==> src/rtl/sequenciador_operacao.sv <==
// rtl/sequenciador_operacao.sv - X sweep initiator for the "operacao" polynomial evaluator.
// Optional handshake watchdog is built in when SEQ_TIMEOUT_EN is defined.
module sequenciador_operacao #(
  parameter int LARG_X  = 8,
  parameter int LARG_D  = 16,
  parameter int TIMEOUT = 64
) (
  input  logic              clk,
  input  logic              reset,
  input  logic              inicio,
  input  logic [LARG_X-1:0] x_ini,
  input  logic [LARG_X-1:0] x_fim,
  input  logic [LARG_X-1:0] passo,
  input  logic [LARG_D-1:0] A,
  input  logic [LARG_D-1:0] B,
  input  logic [LARG_D-1:0] C,
  output logic              op_inicio,
  output logic [LARG_X-1:0] op_X,
  output logic [LARG_D-1:0] op_A,
  output logic [LARG_D-1:0] op_B,
  output logic [LARG_D-1:0] op_C,
  input  logic              op_comecou,
  input  logic              op_pronto,
  input  logic [LARG_D-1:0] op_resultado,
  output logic [LARG_D-1:0] saida,
  output logic [LARG_X-1:0] saida_x,
  output logic              saida_valida,
  input  logic              saida_pega,
  output logic              ocupado,
  output logic              terminou,
  output logic [LARG_D-1:0] maior,
  output logic              erro
);

  typedef enum logic [2:0] {OCIOSO, DISPARA, AGUARDA, ENTREGA, PROXIMO, FIM} estado_t;

  estado_t           estado_q, estado_d;
  logic [LARG_X-1:0] x_atual_q, x_atual_d, x_fim_q, x_fim_d, passo_q, passo_d;
  logic [LARG_X-1:0] saida_x_q, saida_x_d;
  logic [LARG_D-1:0] a_q, a_d, b_q, b_d, c_q, c_d;
  logic [LARG_D-1:0] saida_q, saida_d, maior_q, maior_d;
  logic [LARG_X:0]   nx;
  logic              passou;
  logic              estouro;

  // One extra bit so a step past the top of the X range ends the sweep instead of wrapping.
  assign nx     = {1'b0, x_atual_q} + {1'b0, passo_q};
  assign passou = nx > {1'b0, x_fim_q};

`ifdef SEQ_TIMEOUT_EN
  localparam int CW = $clog2(TIMEOUT + 1);
  logic [CW-1:0] cont_q, cont_d;
  logic          erro_q, erro_d;

  assign estouro = (cont_q == CW'(TIMEOUT - 1));
  assign erro    = erro_q;

  always_ff @(posedge clk or negedge reset) begin
    if (!reset) begin
      cont_q <= '0;
      erro_q <= 1'b0;
    end else begin
      cont_q <= cont_d;
      erro_q <= erro_d;
    end
  end

  always_comb begin
    cont_d = '0;
    erro_d = erro_q;
    if ((estado_q == DISPARA || estado_q == AGUARDA) && estado_d == estado_q)
      cont_d = cont_q + 1'b1;
    if (estado_q == OCIOSO && inicio)
      erro_d = 1'b0;
    else if ((estado_q == DISPARA || estado_q == AGUARDA) && estado_d == FIM)
      erro_d = 1'b1;
  end
`else
  assign estouro = 1'b0;
  assign erro    = 1'b0;
`endif

  always_ff @(posedge clk or negedge reset) begin
    if (!reset) begin
      estado_q  <= OCIOSO;
      x_atual_q <= '0;
      x_fim_q   <= '0;
      passo_q   <= '0;
      a_q       <= '0;
      b_q       <= '0;
      c_q       <= '0;
      saida_q   <= '0;
      saida_x_q <= '0;
      maior_q   <= '0;
    end else begin
      estado_q  <= estado_d;
      x_atual_q <= x_atual_d;
      x_fim_q   <= x_fim_d;
      passo_q   <= passo_d;
      a_q       <= a_d;
      b_q       <= b_d;
      c_q       <= c_d;
      saida_q   <= saida_d;
      saida_x_q <= saida_x_d;
      maior_q   <= maior_d;
    end
  end

  always_comb begin
    estado_d = estado_q;
    unique case (estado_q)
      OCIOSO:  if (inicio) estado_d = (x_ini > x_fim) ? FIM : DISPARA;
      DISPARA: if (op_comecou) estado_d = AGUARDA; else if (estouro) estado_d = FIM;
      AGUARDA: if (op_pronto) estado_d = ENTREGA; else if (estouro) estado_d = FIM;
      ENTREGA: if (saida_pega) estado_d = PROXIMO;
      // A stale pronto from the previous X must clear before the next request.
      PROXIMO: if (passou) estado_d = FIM; else if (!op_pronto) estado_d = DISPARA;
      FIM:     estado_d = OCIOSO;
      default: estado_d = OCIOSO;
    endcase
  end

  always_comb begin
    x_atual_d = x_atual_q;
    x_fim_d   = x_fim_q;
    passo_d   = passo_q;
    a_d       = a_q;
    b_d       = b_q;
    c_d       = c_q;
    saida_d   = saida_q;
    saida_x_d = saida_x_q;
    maior_d   = maior_q;
    case (estado_q)
      OCIOSO: if (inicio) begin
        x_fim_d = x_fim;
        passo_d = (passo == '0) ? LARG_X'(1) : passo;
        a_d     = A;
        b_d     = B;
        c_d     = C;
        maior_d = '0;
        if (x_ini <= x_fim) x_atual_d = x_ini;
      end
      AGUARDA: if (op_pronto) begin
        saida_d   = op_resultado;
        saida_x_d = x_atual_q;
        if (op_resultado > maior_q) maior_d = op_resultado;
      end
      PROXIMO: if (!passou && !op_pronto) x_atual_d = nx[LARG_X-1:0];
      default: ;
    endcase
  end

  always_comb begin
    op_inicio    = 1'b0;
    saida_valida = 1'b0;
    ocupado      = 1'b1;
    terminou     = 1'b0;
    case (estado_q)
      OCIOSO:           ocupado      = 1'b0;
      DISPARA, AGUARDA: op_inicio    = 1'b1;
      ENTREGA:          saida_valida = 1'b1;
      FIM:              terminou     = 1'b1;
      default: ;
    endcase
  end

  assign op_X    = x_atual_q;
  assign op_A    = a_q;
  assign op_B    = b_q;
  assign op_C    = c_q;
  assign saida   = saida_q;
  assign saida_x = saida_x_q;
  assign maior   = maior_q;

endmodule

==> config.mk <==
export PLATFORM = sky130hd
export DESIGN_NAME = sequenciador_operacao
export DESIGN_NICKNAME = d
export VERILOG_FILES = /design/src/rtl/sequenciador_operacao.sv
export SDC_FILE = /design/constraint.sdc
export NUM_CORES = 1
export LEC_CHECK = 0
export ABC_AREA = 1
export CAP_MARGIN = 20
export CORE_MARGIN = 10
export CORE_UTILIZATION = 46
export DETAILED_ROUTE_END_ITERATION = 16
export PLACE_DENSITY = 0.8
export SYNTH_ARGS = -nofsm -noshare
export SYNTH_HDL_FRONTEND = slang
export SYNTH_SLANG_ARGS = --single-unit
==> constraint.sdc <==
create_clock -name clk -period 3.3 [get_ports clk]
set_clock_uncertainty 0.1 [all_clocks]
set_input_delay 0.495 -clock clk [delete_from_list [all_inputs] [get_ports clk]]
set_output_delay 0.495 -clock clk [all_outputs]
set_load 0.05 [all_outputs]
Word level (Yosys, flattened, before mapping)
Cells that the tools add are included.
{"block": "word_totals", "ff_bits": 115, "input_bits": 94}
{"block": "classes", "addsub": 1, "magnitude_cmp": 4, "n_eq_ne": 13, "mux": 21, "n_reduce_logical": 13}
{"cell": "$mux W16", "count": 3}
{"cell": "$mux W8", "count": 4}
{"cell": "$pmux W16 S2", "count": 1}
{"cell": "$mux W3", "count": 7}
{"cell": "$gt A16 B16 Y1", "count": 1}
{"cell": "$pmux W8 S2", "count": 1}
{"cell": "$pmux W3 S5", "count": 1}
{"cell": "$ne A2 B2 Y1 const B", "count": 7}
{"cell": "$add A8 B8 Y9", "count": 1}
{"cell": "$gt A9 B8 Y1", "count": 1}
{"cell": "$gt A8 B8 Y1", "count": 1}
{"cell": "$le A8 B8 Y1", "count": 1}
{"cell": "$logic_not A8 Y1", "count": 1}
{"cell": "$reduce_and A4 Y1", "count": 2}
{"cell": "$eq A3 B2 Y1 const B", "count": 2}
{"cell": "$eq A3 B3 Y1 const B", "count": 2}
{"cell": "$reduce_and A5 Y1", "count": 1}
{"cell": "$mux W1", "count": 4}
{"cell": "$reduce_and A2 Y1", "count": 2}
{"cell": "$reduce_bool A2 Y1", "count": 2}
{"cell": "$eq A3 B1 Y1 const B", "count": 1}
{"cell": "$logic_not A3 Y1", "count": 1}
{"cell": "$ne A3 B3 Y1 const B", "count": 1}
{"cell": "$logic_not A1 Y1", "count": 2}
{"cell": "2 further kinds", "count": 2}

Longest topological paths before layout
{"block": "depth", "depth_word": 6, "depth_mapped": 18, "depth_no_buf": 18}

Least setup slack after synthesis
Ideal clock, no wire load.
{"block": "synth_path", "path_kind": "register -> register", "startpoint": "register x_atual_q[0] (netlist: op_X[0])", "endpoint": "register x_atual_q[1] (netlist: op_X[1])", "setup_ns": 0.120, "arrival_ns": 2.817, "slack_ns": 0.263, "path_stages_with_launch": 18, "n_path_buf": 0, "period_less_slack_ns": 3.037, "cell_sequence": "dfrtp_1 ha_1 fa_1 nand3_1 nand2_1 nand2_1 nand2_1 xor2_1 ha_1 a21o_1 a21oi_1 nand2_1 nand2_1 nand3_1 nand2_2 nand2_4 nand2_1 nand2_1"}
{"block": "synth_between", "elab_chain_cells": 6, "elab_cells_between_ends": 8, "cone_classes": "add/sub (1); order compare (1); eq/ne (1); mux (2); reduce/logical (3)"}
{"item": "from (decl)", "line": "38", "text": "logic [LARG_X-1:0] x_atual_q, x_atual_d, x_fim_q, x_fim_d, passo_q, passo_d;"}
{"item": "from (signal assigned)", "line": "97", "text": "x_atual_q <= x_atual_d;"}
{"item": "$add A8 B8 Y9 *", "line": "47", "text": "assign nx = {1'b0, x_atual_q} + {1'b0, passo_q};"}
{"item": "$gt A9 B8 Y1", "line": "48", "text": "assign passou = nx > {1'b0, x_fim_q};"}
{"item": "$logic_not A1 Y1", "line": "148", "text": "PROXIMO: if (!passou && !op_pronto) x_atual_d = nx[LARG_X-1:0];"}
{"item": "$logic_and A1 B1 Y1", "line": "148"}
{"item": "$ne A2 B2 Y1 (no line)"}
{"item": "$reduce_and A4 Y1 (no line)"}
Mark *: on every way between the ends. The rest lies on a longest branch, timed or not. The select of a mux whose other input is x is not followed.
A chain may end at the register's enable or synchronous reset.

Final worst setup path
Ends and elaborated chain as after synthesis.

==> flow_summary.toml <==
[run_status]
status = "finished clean"

[power]
swShare_pct = 48.24
cellLeakagePower_nw = 4.058
pwr-share-comb_pct = 59.1
p_total_mw = 10.91
vdd_ir_drop_max_mv = 0.8817
power_density_nw_per_um2 = 1276
p_switching_mw = 5.264
p_clk_share_pct = 17.4
power_frac_seq_pct = 23.5
p_int_mw = 5.648

[worst_setup_path]
required_ns = 3.49
critPathKind = "reg2reg"
worstPathMaxFanout = 9
crit_arrival_ns = 3.28
start_kind = "flip-flop"
r2r_cells = 17
critPathCaptureType = "flip-flop"

[timing]
fin_crit_sh_pct = 93.61
hold_viol = 0
finalMaxSlewViolations = 0
rsz0062_at_grt = "false"
min_period_ns = 3.089
setup_tns_ns = 0
max_slew_margin_pct = 41.99
worst_slew_pin_slew_ns = 0.8702
max_freq_mhz = 323.7
final-setup-viol-count = 0

[floorplanning]
rows = 41
pin_count = 195
fp.dieArea_um2 = 17640
die_x_um = 132.8
initial_core_util_pct = 46.77
core-area_um2 = 12520
die_h_um = 132.8

[grt]
grt_util_all_layers_pct = 19.02
antenna_found_initial = 0
grt_max_degree = 66
grt_pass1_vias = 5267
grt_pass1_wl_mm = 27.03
grt-ovfl-total = 0

[logic_synthesis]
synth_top_family_by_area = "simple AND/OR/NAND/NOR gates"
syn_avg_cell_area_um2 = 9.597
synth-async-reset-ratio_pct = 100.0
muxShareOfSynthArea_pct = 11.73
synthFlopType = "dfrtp_1"
syn-cell-area_um2 = 5854
synthesis.nets = 745
ys_warn_count = 0
synthSimpleGateAreaFrac_pct = 17.10
ys_seq_area_share_pct = 49.16
synth_fa_ha_area_share_pct = 8.891
synth_cell_types = 37
synth_edf_count = 0
synth-xor-area-share_pct = 0.5984
synth_compound_area_share_pct = 6.006
ys_ff_latch = 115
synthCells = 610

[clock_tree]
clkTransAtPathRegs_ns = 0.05
clock_latency_ns = 0.41
cts_made_buffers = 17
cts_resized = 0
hold_buffers = 0
cts_setup_buffers = 0
clockBufferDepth = 2
cts_tree = "built"
htreeDepth = 4
cts_root_buf = "clkbuf_16"
numClockSinks = 115

[layout]
seq_area_um2 = 2878
final_area_um2 = 8551
syn2layout_area_growth_pct = 46.06
final_layout_size_suffix_gt1_share_pct = 13.41
diodes = 0
stdcell_count = 992
finalCoreUtilization_pct = 68.31
multi_input_area_um2 = 2611
n_fill_cell = 1001
nNetsFinal = 944

[placed_design]
place_congestion = 0.8796
place_hpwl_mm = 12.80
port_buffers = 193
placed_cell_area_um2 = 7944
dp.cells = 962

[route]
wl_per_cell_um = 17.07
wl_mm = 16.94
drt_iter0_drc = 362
via_per_inst = 4.952
route.detailed.drc = 0
ant_nets = 0
vias = 4912
firstDrtPassIters = 5

[min_path]
hp-class = "in2async"

[run]
maxCapViolCount = 0
[cells in the final DEF, fill, tap and decap left out, types with 3 or more instances in the layout]
cell / Yosys / layout
ha_1: 40 / 40
nor2_1: 29 / 29
nand2_4: 4 / 4
clkdlybuf4s50_1: 0 / 192
nand3_1: 36 / 35
nand4_1: 4 / 4
a21oi_1: 20 / 20
clkbuf_1: 5 / 3
inv_1: 70 / 70
clkinvlp_4: 0 / 3
buf_4: 5 / 5
bufinv_16: 0 / 4
mux2_2: 61 / 61
o21ai_0: 35 / 35
nand2_1: 147 / 147
dfrtp_1: 115 / 115
clkbuf_16: 0 / 17
xor2_1: 4 / 4
inv_2: 3 / 3
[stage by stage]
step           hold slack (ns)  worst slack (ns)
4_1_cts                0.01642            0.2452
6_report              0.007373            0.2107
3_5_place_dp            0.3721            0.2883
3_3_place_gp            0.3685            0.3735
2_1_floorplan          0.09941            0.2628
5_1_grt                0.02771           0.01821
[sequential cells by signal, summed over array words and instances, names as in the netlist]
name,flops
estado_q,3
maior,16
op_A,16
op_B,16
op_C,16
op_X,8
passo_q,8
saida,16
saida_x,8
x_fim_q,8
[kinds of logic after synthesis]
family / Yosys count
buf+inv: 91
fa+ha+maj: 41
flops: 115
compound gates: 64
simple gates: 233
mux: 61
xor+xnor: 4
other cells: 1
[final cells by class]
type | count | area share [%]
well taps | 172 | 2.517
clock buffers | 21 | 5.268
clock inverters | 9 | 1.829
inverters | 74 | 3.278
flip-flops and latches | 115 | 33.66
repair buffers | 197 | 22.91
multi-input cells | 404 | 30.54
[per-layer routing]
| layer | global-route usage [%] | up-vias | wire length [µm] |
|---|---|---|---|
| met5 | 0 | - | 0 |
| met3 | 8.289 | 14 | 1227 |
| met1 | 20.16 | 2362 | 6790 |
| met4 | 6.663 | 0 | 218 |
| met2 | 32.93 | 149 | 8700 |
| li1 | - | 2387 | - |
[critical path, stage by stage, from the launching register on]
cell and delay (ns):
dfrtp_1 0.40, ha_1 0.26, fa_1 0.41, nand3_1 0.10, nand2_1 0.08, nand2_1 0.10
nand2_1 0.07, xor2_1 0.19, ha_1 0.27, a21o_1 0.16, a21oi_1 0.12, nand2_1 0.06
nand2_1 0.10, nand3_1 0.10, nand2_2 0.19, nand2_4 0.11, nand2_1 0.09, nand2_1 0.05
[worst paths after layout]
check / from / to / slack, ns
worst min register to register: saida[10] / saida[10] / 0.38
worst max register to register: op_X[0] / op_X[1] / 0.21
min in group clk: saida[10] / saida[10] / 0.38
max in group asynchronous: reset / passo_q[3] / 2.20
worst min-delay path: reset / saida_x[1] / 0.007
worst max-delay path: op_X[0] / op_X[1] / 0.21
[power by group through the flow]
stage          sequential [mW]  clock, mW  combinational [mW]
6_report                  2.57       1.90                6.45
5_1_grt                   2.66       2.00                6.93
4_1_cts                   2.57       1.94                6.50
3_5_place_dp              2.58          0                6.43
3_3_place_gp              2.53          0                6.28
2_1_floorplan             4.54          0                2.38
[synth_stat cells, types with 2 or more instances]
master      n  area (µm²)
dfrtp_1   115        2878
nand2_2     2       12.51
nor2_2      2       12.51
a21oi_1    20       100.1
ha_1       40       500.5
nand4_1     4       25.02
buf_2       6       30.03
nor3_1      2       10.01
nand3_1    36       180.2
mux2_2     61       686.9
buf_4       5       37.54
o21a_1      2       15.01
clkbuf_1    5       18.77
nor2_4      2       22.52
nand2_4     4       45.04
inv_1      70       262.8
nor2_1     29       108.9
nand2_1   147       551.8
inv_2       3       11.26
o21ai_0    35       175.2
xor2_1      4       35.03
Note: power is estimated with default switching activity, not from simulation.
